File: src/rtl/elm_inference_sequencer_pkg.sv
// elm_seq_pkg: shared types and constants for the ELM inference sequencer.
//   state_t            sequencer FSM states
//   stage_t / STG_*    stage identifiers reported on err_stage
//   DEFAULT_TIMEOUT_CYCLES  default per-stage watchdog limit
//   stage_of / is_run  helpers mapping a state to its stage and run status
package elm_seq_pkg;

  localparam int DEFAULT_TIMEOUT_CYCLES = 50000;

  typedef enum logic [2:0] {
    ST_IDLE,
    ST_RUN_M1,
    ST_RUN_M2,
    ST_RUN_M3,
    ST_DONE,
    ST_ERR
  } state_t;

  typedef logic [1:0] stage_t;

  localparam stage_t STG_NONE = 2'd0;
  localparam stage_t STG_M1   = 2'd1;
  localparam stage_t STG_M2   = 2'd2;
  localparam stage_t STG_M3   = 2'd3;

  function automatic stage_t stage_of(input state_t s);
    case (s)
      ST_RUN_M1: return STG_M1;
      ST_RUN_M2: return STG_M2;
      ST_RUN_M3: return STG_M3;
      default:   return STG_NONE;
    endcase
  endfunction

  function automatic logic is_run(input state_t s);
    return (s == ST_RUN_M1) || (s == ST_RUN_M2) || (s == ST_RUN_M3);
  endfunction

endpackage

File: src/rtl/elm_inference_sequencer_if.sv
// elm_inference_sequencer_if: request, stage handshake and result signals
// of the inference sequencer.
//   master modport: the requester / stage side (drives start, abort, dones,
//                   digit_in; observes go pulses and results)
//   slave modport:  the sequencer itself
interface elm_inference_sequencer_if #(
  parameter int DIGIT_W = 4,
  parameter int FRAME_W = 16
);
  logic               start;
  logic               abort;
  logic               m1_done;
  logic               m2_done;
  logic               m3_done;
  logic [DIGIT_W-1:0] digit_in;
  logic               m1_go;
  logic               m2_go;
  logic               m3_go;
  logic               busy;
  logic               result_valid;
  logic [DIGIT_W-1:0] result_digit;
  logic               error;
  logic [1:0]         err_stage;
  logic [FRAME_W-1:0] frame_count;

  modport master (
    output start, abort, m1_done, m2_done, m3_done, digit_in,
    input  m1_go, m2_go, m3_go, busy, result_valid, result_digit,
           error, err_stage, frame_count
  );

  modport slave (
    input  start, abort, m1_done, m2_done, m3_done, digit_in,
    output m1_go, m2_go, m3_go, busy, result_valid, result_digit,
           error, err_stage, frame_count
  );
endinterface

File: src/rtl/elm_inference_sequencer_watchdog.sv
// elm_stage_watchdog: per-stage cycle counter.
//   clk, rst  clock / synchronous active-high reset
//   clr       zero the count (wins over en); asserted on the edge entering a stage
//   en        count one cycle; high while a stage is running
//   expired   high in the TIMEOUT_CYCLES-th cycle of the running stage
module elm_stage_watchdog
  import elm_seq_pkg::*;
#(
  parameter int TIMEOUT_CYCLES = DEFAULT_TIMEOUT_CYCLES,
  parameter int TIMEOUT_W      = 16
) (
  input  logic clk,
  input  logic rst,
  input  logic clr,
  input  logic en,
  output logic expired
);
  localparam logic [TIMEOUT_W-1:0] LAST = TIMEOUT_W'(TIMEOUT_CYCLES - 1);

  logic [TIMEOUT_W-1:0] count;

  // NOTE: reset is synchronous (sampled only on clk) and all state updates use <=.
  always_ff @(posedge clk) begin
    if (rst)      count <= '0;
    else if (clr) count <= '0;
    else if (en)  count <= count + 1'b1;
  end

  // The stage leaves its RUN state on the following edge, so count never passes LAST.
  assign expired = en && (count == LAST);
endmodule

File: src/rtl/elm_inference_sequencer.sv
// elm_inference_sequencer: launches ELM stages M1 -> M2 -> M3 for one start
// request, latches the argmax digit, and reports per-stage timeouts.
//   clk, rst  clock / synchronous active-high reset
//   bus       slave side of elm_inference_sequencer_if:
//             in  start, abort, m1/m2/m3_done, digit_in
//             out m1/m2/m3_go (one-cycle launch), busy, result_valid,
//                 result_digit, error, err_stage, frame_count
// All outputs are registered from the next-state value.
module elm_inference_sequencer
  import elm_seq_pkg::*;
#(
  parameter int TIMEOUT_CYCLES = DEFAULT_TIMEOUT_CYCLES,
  parameter int TIMEOUT_W      = 16,
  parameter int DIGIT_W        = 4,
  parameter int FRAME_W        = 16
) (
  input logic                      clk,
  input logic                      rst,
  elm_inference_sequencer_if.slave bus
);
  state_t state, state_nxt;
  logic   wd_clr, wd_en, wd_expired;
  logic   entering_run;

  elm_stage_watchdog #(
    .TIMEOUT_CYCLES(TIMEOUT_CYCLES),
    .TIMEOUT_W     (TIMEOUT_W)
  ) u_watchdog (
    .clk    (clk),
    .rst    (rst),
    .clr    (wd_clr),
    .en     (wd_en),
    .expired(wd_expired)
  );

  // Abort outranks done, done outranks timeout; only the active stage's done counts.
  always_comb begin
    // NOTE: default assignment first so no path leaves state_nxt unassigned (no latch).
    state_nxt = state;
    if (bus.abort) begin
      state_nxt = ST_IDLE;
    end else begin
      case (state)
        ST_IDLE:   if (bus.start) state_nxt = ST_RUN_M1;
        ST_RUN_M1: if (bus.m1_done) state_nxt = ST_RUN_M2;
                   else if (wd_expired) state_nxt = ST_ERR;
        ST_RUN_M2: if (bus.m2_done) state_nxt = ST_RUN_M3;
                   else if (wd_expired) state_nxt = ST_ERR;
        ST_RUN_M3: if (bus.m3_done) state_nxt = ST_DONE;
                   else if (wd_expired) state_nxt = ST_ERR;
        ST_DONE,
        ST_ERR:    if (bus.start) state_nxt = ST_RUN_M1;
        default:   state_nxt = ST_IDLE;
      endcase
    end
  end

  // Entry into a RUN state: the go pulse and the watchdog clear share this edge.
  assign entering_run = is_run(state_nxt) && (state_nxt != state);
  assign wd_clr       = entering_run;
  assign wd_en        = is_run(state);

  always_ff @(posedge clk) begin
    if (rst) begin
      state            <= ST_IDLE;
      bus.m1_go        <= 1'b0;
      bus.m2_go        <= 1'b0;
      bus.m3_go        <= 1'b0;
      bus.busy         <= 1'b0;
      bus.result_valid <= 1'b0;
      bus.result_digit <= '0;
      bus.error        <= 1'b0;
      bus.err_stage    <= STG_NONE;
      bus.frame_count  <= '0;
    end else begin
      state            <= state_nxt;
      bus.m1_go        <= entering_run && (state_nxt == ST_RUN_M1);
      bus.m2_go        <= entering_run && (state_nxt == ST_RUN_M2);
      bus.m3_go        <= entering_run && (state_nxt == ST_RUN_M3);
      bus.busy         <= is_run(state_nxt);
      bus.result_valid <= (state_nxt == ST_DONE);
      bus.error        <= (state_nxt == ST_ERR);

      if ((state == ST_RUN_M3) && (state_nxt == ST_DONE)) begin
        bus.result_digit <= bus.digit_in;
        bus.frame_count  <= bus.frame_count + 1'b1;
      end

      // err_stage survives abort as a diagnostic; only a relaunch from ERR clears it.
      if ((state_nxt == ST_ERR) && (state != ST_ERR))
        bus.err_stage <= stage_of(state);
      else if ((state == ST_ERR) && (state_nxt == ST_RUN_M1))
        bus.err_stage <= STG_NONE;
    end
  end
endmodule

File: src/flat_wrapper.sv
// flat-port wrapper written by rule: the top's interface ports become plain ports
module elm_inference_sequencer_flat import elm_seq_pkg::*;
#(
  parameter int TIMEOUT_CYCLES = DEFAULT_TIMEOUT_CYCLES,
  parameter int TIMEOUT_W      = 16,
  parameter int DIGIT_W        = 4,
  parameter int FRAME_W        = 16
)
  (clk, rst, bus_start, bus_abort, bus_m1_done, bus_m2_done, bus_m3_done, bus_digit_in, bus_m1_go, bus_m2_go, bus_m3_go, bus_busy, bus_result_valid, bus_result_digit, bus_error, bus_err_stage, bus_frame_count);
  elm_inference_sequencer_if #(.DIGIT_W(DIGIT_W), .FRAME_W(FRAME_W)) bus_i ();
  input logic clk;
  input logic rst;
  input wire logic [$bits(bus_i.start)-1:0] bus_start;
  input wire logic [$bits(bus_i.abort)-1:0] bus_abort;
  input wire logic [$bits(bus_i.m1_done)-1:0] bus_m1_done;
  input wire logic [$bits(bus_i.m2_done)-1:0] bus_m2_done;
  input wire logic [$bits(bus_i.m3_done)-1:0] bus_m3_done;
  input wire logic [$bits(bus_i.digit_in)-1:0] bus_digit_in;
  output wire logic [$bits(bus_i.m1_go)-1:0] bus_m1_go;
  output wire logic [$bits(bus_i.m2_go)-1:0] bus_m2_go;
  output wire logic [$bits(bus_i.m3_go)-1:0] bus_m3_go;
  output wire logic [$bits(bus_i.busy)-1:0] bus_busy;
  output wire logic [$bits(bus_i.result_valid)-1:0] bus_result_valid;
  output wire logic [$bits(bus_i.result_digit)-1:0] bus_result_digit;
  output wire logic [$bits(bus_i.error)-1:0] bus_error;
  output wire logic [$bits(bus_i.err_stage)-1:0] bus_err_stage;
  output wire logic [$bits(bus_i.frame_count)-1:0] bus_frame_count;
  assign bus_i.start = bus_start;
  assign bus_i.abort = bus_abort;
  assign bus_i.m1_done = bus_m1_done;
  assign bus_i.m2_done = bus_m2_done;
  assign bus_i.m3_done = bus_m3_done;
  assign bus_i.digit_in = bus_digit_in;
  assign bus_m1_go = bus_i.m1_go;
  assign bus_m2_go = bus_i.m2_go;
  assign bus_m3_go = bus_i.m3_go;
  assign bus_busy = bus_i.busy;
  assign bus_result_valid = bus_i.result_valid;
  assign bus_result_digit = bus_i.result_digit;
  assign bus_error = bus_i.error;
  assign bus_err_stage = bus_i.err_stage;
  assign bus_frame_count = bus_i.frame_count;
  elm_inference_sequencer #(.TIMEOUT_CYCLES(TIMEOUT_CYCLES), .TIMEOUT_W(TIMEOUT_W), .DIGIT_W(DIGIT_W), .FRAME_W(FRAME_W)) u_core (.clk(clk), .rst(rst), .bus(bus_i));
endmodule
File: config.mk
export PLATFORM = sky130hd
export DESIGN_NAME = elm_inference_sequencer_flat
export DESIGN_NICKNAME = d
export VERILOG_FILES = /design/src/rtl/elm_inference_sequencer_pkg.sv /design/src/rtl/elm_inference_sequencer_if.sv /design/src/rtl/elm_inference_sequencer_watchdog.sv /design/src/rtl/elm_inference_sequencer.sv /design/src/flat_wrapper.sv
export SDC_FILE = /design/constraint.sdc
export NUM_CORES = 1
export LEC_CHECK = 0
export ABC_AREA = 1
export BUFFER_PORTS_ARGS = -buffer_cell sky130_fd_sc_hd__clkbuf_2
export CAP_MARGIN = 20
export CORE_MARGIN = 3
export CORE_UTILIZATION = 40
export DETAILED_ROUTE_END_ITERATION = 10
export GPL_TIMING_DRIVEN = 0
export MAX_ROUTING_LAYER = met4
export SLEW_MARGIN = 20
export SYNTH_ARGS = -nofsm -noshare
export SYNTH_HDL_FRONTEND = slang
export SYNTH_SLANG_ARGS = --single-unit
File: constraint.sdc
create_clock -name clk -period 4.31 [get_ports clk]
set_clock_uncertainty 0.2 [all_clocks]
set_input_delay 0.862 -clock clk [delete_from_list [all_inputs] [get_ports clk]]
set_output_delay 0.862 -clock clk [all_outputs]
set_load 0.01 [all_outputs]
==> summary.txt, run 1 <==
Gr ovfl total: 0
Depth of the most critical reg-to-reg path: 13
Top cell type's share of synthesized area: 37.8%
Switching power summed over all nets: 185 uW
Number of buffers created by CTS: 5
Minimum clock period: 2.30 ns
Final antenna-violating net count: 0
Number of instances in the synthesized netlist: 349
Top layer reached by signal wires: met4
Clock power frac: 35.1%
Cell accounting for the most synthesized area: dfxtp_1
Antenna Cells: 0
Top cells by instance count after synthesis: nand2_1, nor2_1, dfxtp_1, inv_1, nand3_1
First-pass GRT wire length: 8970 microns
Routed length on met3: 270 microns
Vias per Instance: 4.71
Pin count of the biggest net entering global routing: 15
Overall routing resource usage: 15.6%
Reg-to-Reg Start: u_core.u_watchdog.count[0]$_SDFFE_PP0P_
Pre-CTS setup slack: 1.78 ns
Maximum vdd ir drop: 149 uV
Number of enable flip-flop cells after synthesis: 0
Endpoints failing hold: 0
Initial antenna violation count: 0
WS Path Type: reg -> reg
Starting Density: 41.8%
Wire length after detailed routing: 5280 microns
Clock slew at reported path FFs: 0.09 ns
Vias in the first global route: 1980
WP data arrival: 2.29 ns
Max-slew headroom at the worst pin: 60.5%
Largest cells by area after synthesis: dfxtp_1, nand2_1, nor2_1
Pwr Density: 263 mW/mm^2
CTS resizes: 0
Reg-to-reg slack, setup: 2.01 ns
Worst Setup EP: u_core.u_watchdog.count[10]$_SDFFE_PP0P_
DRC violations left: 0
Part of the total power dissipated in sequential elements: 58.4%
Hold bufs inserted after CTS: 0
Final GP Congestion: 0.871
Number of detailed-routing iterations run before antenna repair: 4
CTS Buffer Depth: 2
Worst skew pair latency: 0.30 ns
Placeable Area: 0.00596 sq mm
Max H-tree Level: 2
Part of the Yosys area used for sequential elements: 37.8%
Final setup margin: 2.01 ns
WL met2: 2360 microns
CTS tree: built
Detailed Place HPWL: 4060 microns
Average cell area after synthesis: 7.13 sq um
Largest stage delay on the critical path: 0.39 ns
Status: finished clean
Setup-violating endpoint count in the final report: 0
Clock root buffer master: clkbuf_8
Capture point of the worst reg-to-reg path: u_core.u_watchdog.count[10]$_SDFFE_PP0P_
Count of filler cells inserted in the layout: 657
Critical hold path startpoint: u_core.bus.frame_count[15]$_SDFFE_PP0P_
Data required time at the worst endpoint: 4.31 ns
Top cell by count, worst path: nand2_2
NumNets Final: 407
Most frequent cell after synthesis: nand2_1
Worst-path fanout max: 10
Internal power: 565 uW
Floorplan die area: 0.00720 sq mm
Main synth FF type: dfxtp_1
Count of state elements after synthesis: 47
Share of total power consumed by net switching: 24.7%
Number of ports placed on the die boundary: 39
Max Clock Freq: 436 MHz
Layout area overhead: 14.8%
Synth async-reset ratio: 0%
Pwr Total: 750 uW
Number of pins exceeding their max-slew limit in the final report: 0
Iteration-0 DRC Markers: 105
Nature of the critical path startpoint: flip-flop
Setup repair after global routing missed its margin: false
CP Launch Point: u_core.u_watchdog.count[0]$_SDFFE_PP0P_
Yosys warns: 0
Final-layout setup total negative slack: 0 ns
Standard cell with the maximum stage delay on the critical path: dfxtp_1
Combinational power share: 6.5%
Period Utilization, post-route: 53.3%
Post-synth cell types: 27
Clock Sink Count: 47
Horiz. Die Dim: 84.9 microns
Metal-1 WL: 2560 microns
DIE HEIGHT: 84.9 microns
Routed len/inst: 11.2 microns
Synthesized Nets: 362
Number of buffers inserted to repair setup after CTS: 0
Share of the core filled with cells: 47.9%
Synth Cell Area: 0.00249 sq mm
Worst hold-check path type: reg -> reg
Port buffer count: 38
Kind of capture point of the worst setup path: flip-flop
Proportion of layout cells with a drive suffix above 1: 19.7%
Site row count: 28
CP Cell Sequence: ha_1 > nand3_1 > nor2_1 > nand3_1 > nand2_1 > nand2_1 > nand2_2 > nand2_2 > o21ai_1 > nand2_2 > nand2_4 > buf_12 > nor2_2
Via total after detailed routing: 2212
Slew at the pin with the worst max-slew slack: 0.587 ns
Static power due to leakage: 1.20 nW
Number of maximum-capacitance violations: 0
==> per-stage QoR <==
stage | cells | instance area [sq um] | hold slack (ns)
detailed placement | 462 | 2770 | 0.292
floorplan | 349 | 2490 | 0.306
finish | 470 | 2860 | 0.305
CTS | 470 | 2860 | 0.305
global placement | 462 | 2770 | 0.286
global route | 470 | 2860 | 0.328
==> cells in the final DEF (no fill, tap or decap), drive strengths merged <==
master | netlist | layout
a21oi | 14 | 14
nor4 | 5 | 5
o32ai | 1 | 1
xor2 | 19 | 19
nor2 | 66 | 66
buf | 5 | 5
xnor2 | 8 | 8
mux2i | 1 | 1
nand4 | 5 | 5
inv | 43 | 43
o21ai | 9 | 9
nand2 | 88 | 88
nand3 | 21 | 21
clkbuf | 3 | 46
ha | 2 | 2
nor3 | 9 | 9
nand3b | 3 | 3
dfxtp | 47 | 47
clkinv | 0 | 3
==> cells by family after synthesis <==
| kind of cell | Yosys count | share of synthesized area (%) |
|---|---|---|
| fa+ha+maj | 2 | 1.01 |
| buf+inv | 51 | 9.41 |
| simple gates | 197 | 36.9 |
| mux | 1 | 0.402 |
| xor+xnor | 27 | 9.51 |
| flops | 47 | 37.8 |
| compound gates | 24 | 4.98 |
==> how the worst min path moves through the flow <==
stage                                              end  depth (start not counted)
2_1_floorplan  u_core.bus.frame_count[15]$_SDFFE_PP0P_                          2
6_report       u_core.bus.frame_count[15]$_SDFFE_PP0P_                          2
3_3_place_gp   u_core.bus.result_digit[2]$_SDFFE_PP0P_                          2
3_5_place_dp   u_core.bus.frame_count[13]$_SDFFE_PP0P_                          2
4_1_cts        u_core.bus.frame_count[13]$_SDFFE_PP0P_                          2
5_1_grt        u_core.bus.frame_count[15]$_SDFFE_PP0P_                          2
==> layout make-up <==
| class | instances | area [sq um] | share of cell area (%) |
|---|---|---|---|
| Buffer | 8 | 72.6 | 2.54 |
| Clock buffer | 5 | 68.8 | 2.41 |
| Clock inverter | 3 | 15.0 | 0.526 |
| Inverter | 43 | 161 | 5.65 |
| Multi-Input combinational cell | 251 | 1310 | 46.0 |
| Sequential cell | 47 | 941 | 33.0 |
| Tap cell | 75 | 93.8 | 3.29 |
| Timing Repair Buffer | 38 | 190 | 6.66 |
==> power by group through the flow <==
stage,Clock [mW],Combinational [mW],Sequential [mW]
after floorplan,0,0.0350,0.448
after global placement,0,0.0487,0.448
after detailed placement,0,0.0490,0.448
after CTS,0.276,0.0492,0.438
after global routing,0.291,0.0535,0.439
final,0.263,0.0485,0.438
==> worst max-delay path, delay by kind of cell, from the launching register on <==
| kind | cells | cell delay, ns |
|---|---|---|
| AND/OR/NAND/NOR | 10 | 0.94 |
| flip-flops | 1 | 0.39 |
| adder cells (fa/ha/maj) | 1 | 0.26 |
| AO/OA/AOI/OAI | 1 | 0.25 |
| buffers and inverters | 1 | 0.15 |
==> state kept, by name, indices dropped and copies added (netlist names) <==
| signal | cells |
|---|---|
| u_core.u_watchdog.count | 16 |
| u_core.bus.result_digit | 4 |
| u_core.bus.m2_go | 1 |
| u_core.bus.busy | 1 |
| u_core.bus.result_valid | 1 |
| u_core.bus.m1_go | 1 |
| u_core.bus.frame_count | 16 |
| u_core.state | 3 |
| u_core.bus.err_stage | 2 |
| u_core.bus.m3_go | 1 |
| u_core.bus.error | 1 |
==> layer usage <==
metal,vias up,GRT usage [%]
met2,52,24.6
met3,8,3.01
met5,-,-
met1,975,20.0
li1,1177,-
met4,0,5.18
(Power assumes the default switching activity.)
==> run 2: changes to the inputs <==
==> constraint.sdc (replaced) <==
create_clock -name clk -period 2.4 [get_ports clk]
set_clock_uncertainty 0.2 [all_clocks]
set_input_delay 0.48 -clock clk [delete_from_list [all_inputs] [get_ports clk]]
set_output_delay 0.48 -clock clk [all_outputs]
set_load 0.01 [all_outputs]
==> run 2 against run 1 <==
Utilization is 0.25 points higher. Non-clock buffer count unchanged. Global-route usage unchanged. Critical path type unchanged. Critical endpoint is now u_core.u_watchdog.count[0]$_SDFFE_PP0P_. Largest cell class unchanged. Highest routed layer unchanged.
==> summary.txt, run 2 (synthesis gave the netlist of run 1 again) <==
Initial antenna violation count: 0
Overall routing resource usage: 15.6%
Number of buffers inserted to repair setup after CTS: 0
Starting Density: 41.8%
WS Path Type: reg -> reg
CTS Buffer Depth: 2
Finished layout cell area: 0.00287 sq mm
Layout area overhead: 15.4%
Data required time at the worst endpoint: 2.39 ns
Post-route insts no fill: 470
Share of the core filled with cells: 48.2%
Worst skew pair latency: 0.30 ns
Wire length after detailed routing: 5270 microns
Instance area after placement: 0.00277 sq mm
Top Registers: u_core.bus.frame_count: 16 flops, u_core.u_watchdog.count: 16 flops, u_core.bus.result_digit: 4 flops
Maximum vdd ir drop: 270 uV
Kind of capture point of the worst setup path: flip-flop
Horiz. Die Dim: 84.9 microns
Vias in the first global route: 1980
Static power due to leakage: 1.20 nW
Gr ovfl total: 0
Setup repair after global routing missed its margin: false
Clock Sink Count: 47
Period Utilization, post-route: 91.4%
Slew at the pin with the worst max-slew slack: 0.588 ns
DIE HEIGHT: 84.9 microns
Via total after detailed routing: 2215
Standard cell with the maximum stage delay on the critical path: dfxtp_1
Number of detailed-routing iterations run before antenna repair: 4
Clock root buffer master: clkbuf_8
Proportion of layout cells with a drive suffix above 1: 20.8%
Setup-violating endpoint count in the final report: 0
Clock slew at reported path FFs: 0.09 ns
Final antenna-violating net count: 0
Pwr Density: 469 mW/mm^2
Number of ports placed on the die boundary: 39
Largest stage delay on the critical path: 0.44 ns
Hold bufs inserted after CTS: 0
Worst hold-check path type: in -> reg
NumNets Final: 407
Count of buffering cells on the critical path with inverters included: 2
CTS tree: built
Nature of the critical path startpoint: flip-flop
Endpoints failing hold: 0
Status: finished clean
DRC violations left: 0
Max Clock Freq: 456 MHz
Routed len/inst: 11.2 microns
Final-layout setup total negative slack: 0 ns
Iteration-0 DRC Markers: 100
CP delay by family, top: simple AND/OR/NAND/NOR gates
CP Cell Sequence: nand2_2 > nand2_4 > nand2_4 > nor2_4 > nand3_1 > nand2_2 > nand2_2 > nand2_4 > nand2_1 > nand2_1 > inv_1 > nand2_1 > nand2_2 > nand2_4 > buf_12 > nor2_2
Port buffer count: 38
Number of buffers created by CTS: 5
Final GP Congestion: 0.871
First-pass GRT wire length: 8970 microns
Max H-tree Level: 2
Count of filler cells inserted in the layout: 655
Vias per Instance: 4.71
CTS resizes: 0
Pre-CTS setup slack: 0.115 ns
Pwr Total: 1.35 mW
Number of maximum-capacitance violations: 0
WP data arrival: 2.19 ns
Post-route worst hold slack: 0.203 ns
Antenna Cells: 0
Detailed Place HPWL: 4060 microns
Placed Cells incl. Taps: 462
Site row count: 28
Worst-path fanout max: 10
Minimum clock period: 2.19 ns
Pin count of the biggest net entering global routing: 15
Floorplan die area: 0.00720 sq mm
Most frequent standard cell in the layout excluding fill and tap cells: nand2_1
Number of pins exceeding their max-slew limit in the final report: 0
Commonest cells after routing, fill and taps aside: nand2_1, nor2_1, dfxtp_1, inv_1, clkbuf_2
Final setup margin: 0.207 ns
Placeable Area: 0.00596 sq mm
Max-slew headroom at the worst pin: 60.4%
run 2: cell counts in the layout (fill, tap and decap cells not counted):
No cell type changed its count.
run 2: area by class of cell:
class	instances	area, sq um	area share [%]
multi-input cells	251	1320	46.1
flip-flops and latches	47	942	32.8
repair buffers	38	190	6.63
inverters	43	164	5.71
well taps	75	93.8	3.27
plain buffers	8	72.6	2.53
clock buffers	5	68.8	2.40
clock inverters	3	15.0	0.523
run 2: per-layer routing:
layer | up-vias | GRT usage (%) | wire length (microns)
li1 | 1175 | - | -
met1 | 982 | 20.0 | 2560
met2 | 48 | 24.6 | 2370
met3 | 10 | 3.01 | 249
met4 | 0 | 5.18 | 91
met5 | - | - | 0
run 2: power by group:
| group | internal (mW) | switching (mW) |
|---|---|---|
| Sequential | 0.784 | 0.00379 |
| Clock | 0.200 | 0.271 |
| Combinational | 0.0308 | 0.0573 |
run 2: tightest hold or removal path, delay by kind of cell:
kind,cells,cell delay [ns]
and+or+nand+nor,2,0.11
buffers and inverters,1,0.08
run 2: path summary, 6_finish.rpt:
check / from / endpoint / cells after the start / slack [ns]
worst max-delay path: u_core.state[0]$_SDFF_PP0_ / u_core.u_watchdog.count[0]$_SDFFE_PP0P_ / 16 / 0.21
worst min-delay path: bus_digit_in[1] / u_core.bus.result_digit[1]$_SDFFE_PP0P_ / 3 / 0.20
worst max register to register: u_core.state[0]$_SDFF_PP0_ / u_core.u_watchdog.count[0]$_SDFFE_PP0P_ / 16 / 0.21
worst min register to register: u_core.bus.frame_count[15]$_SDFFE_PP0P_ / u_core.bus.frame_count[15]$_SDFFE_PP0P_ / 2 / 0.30
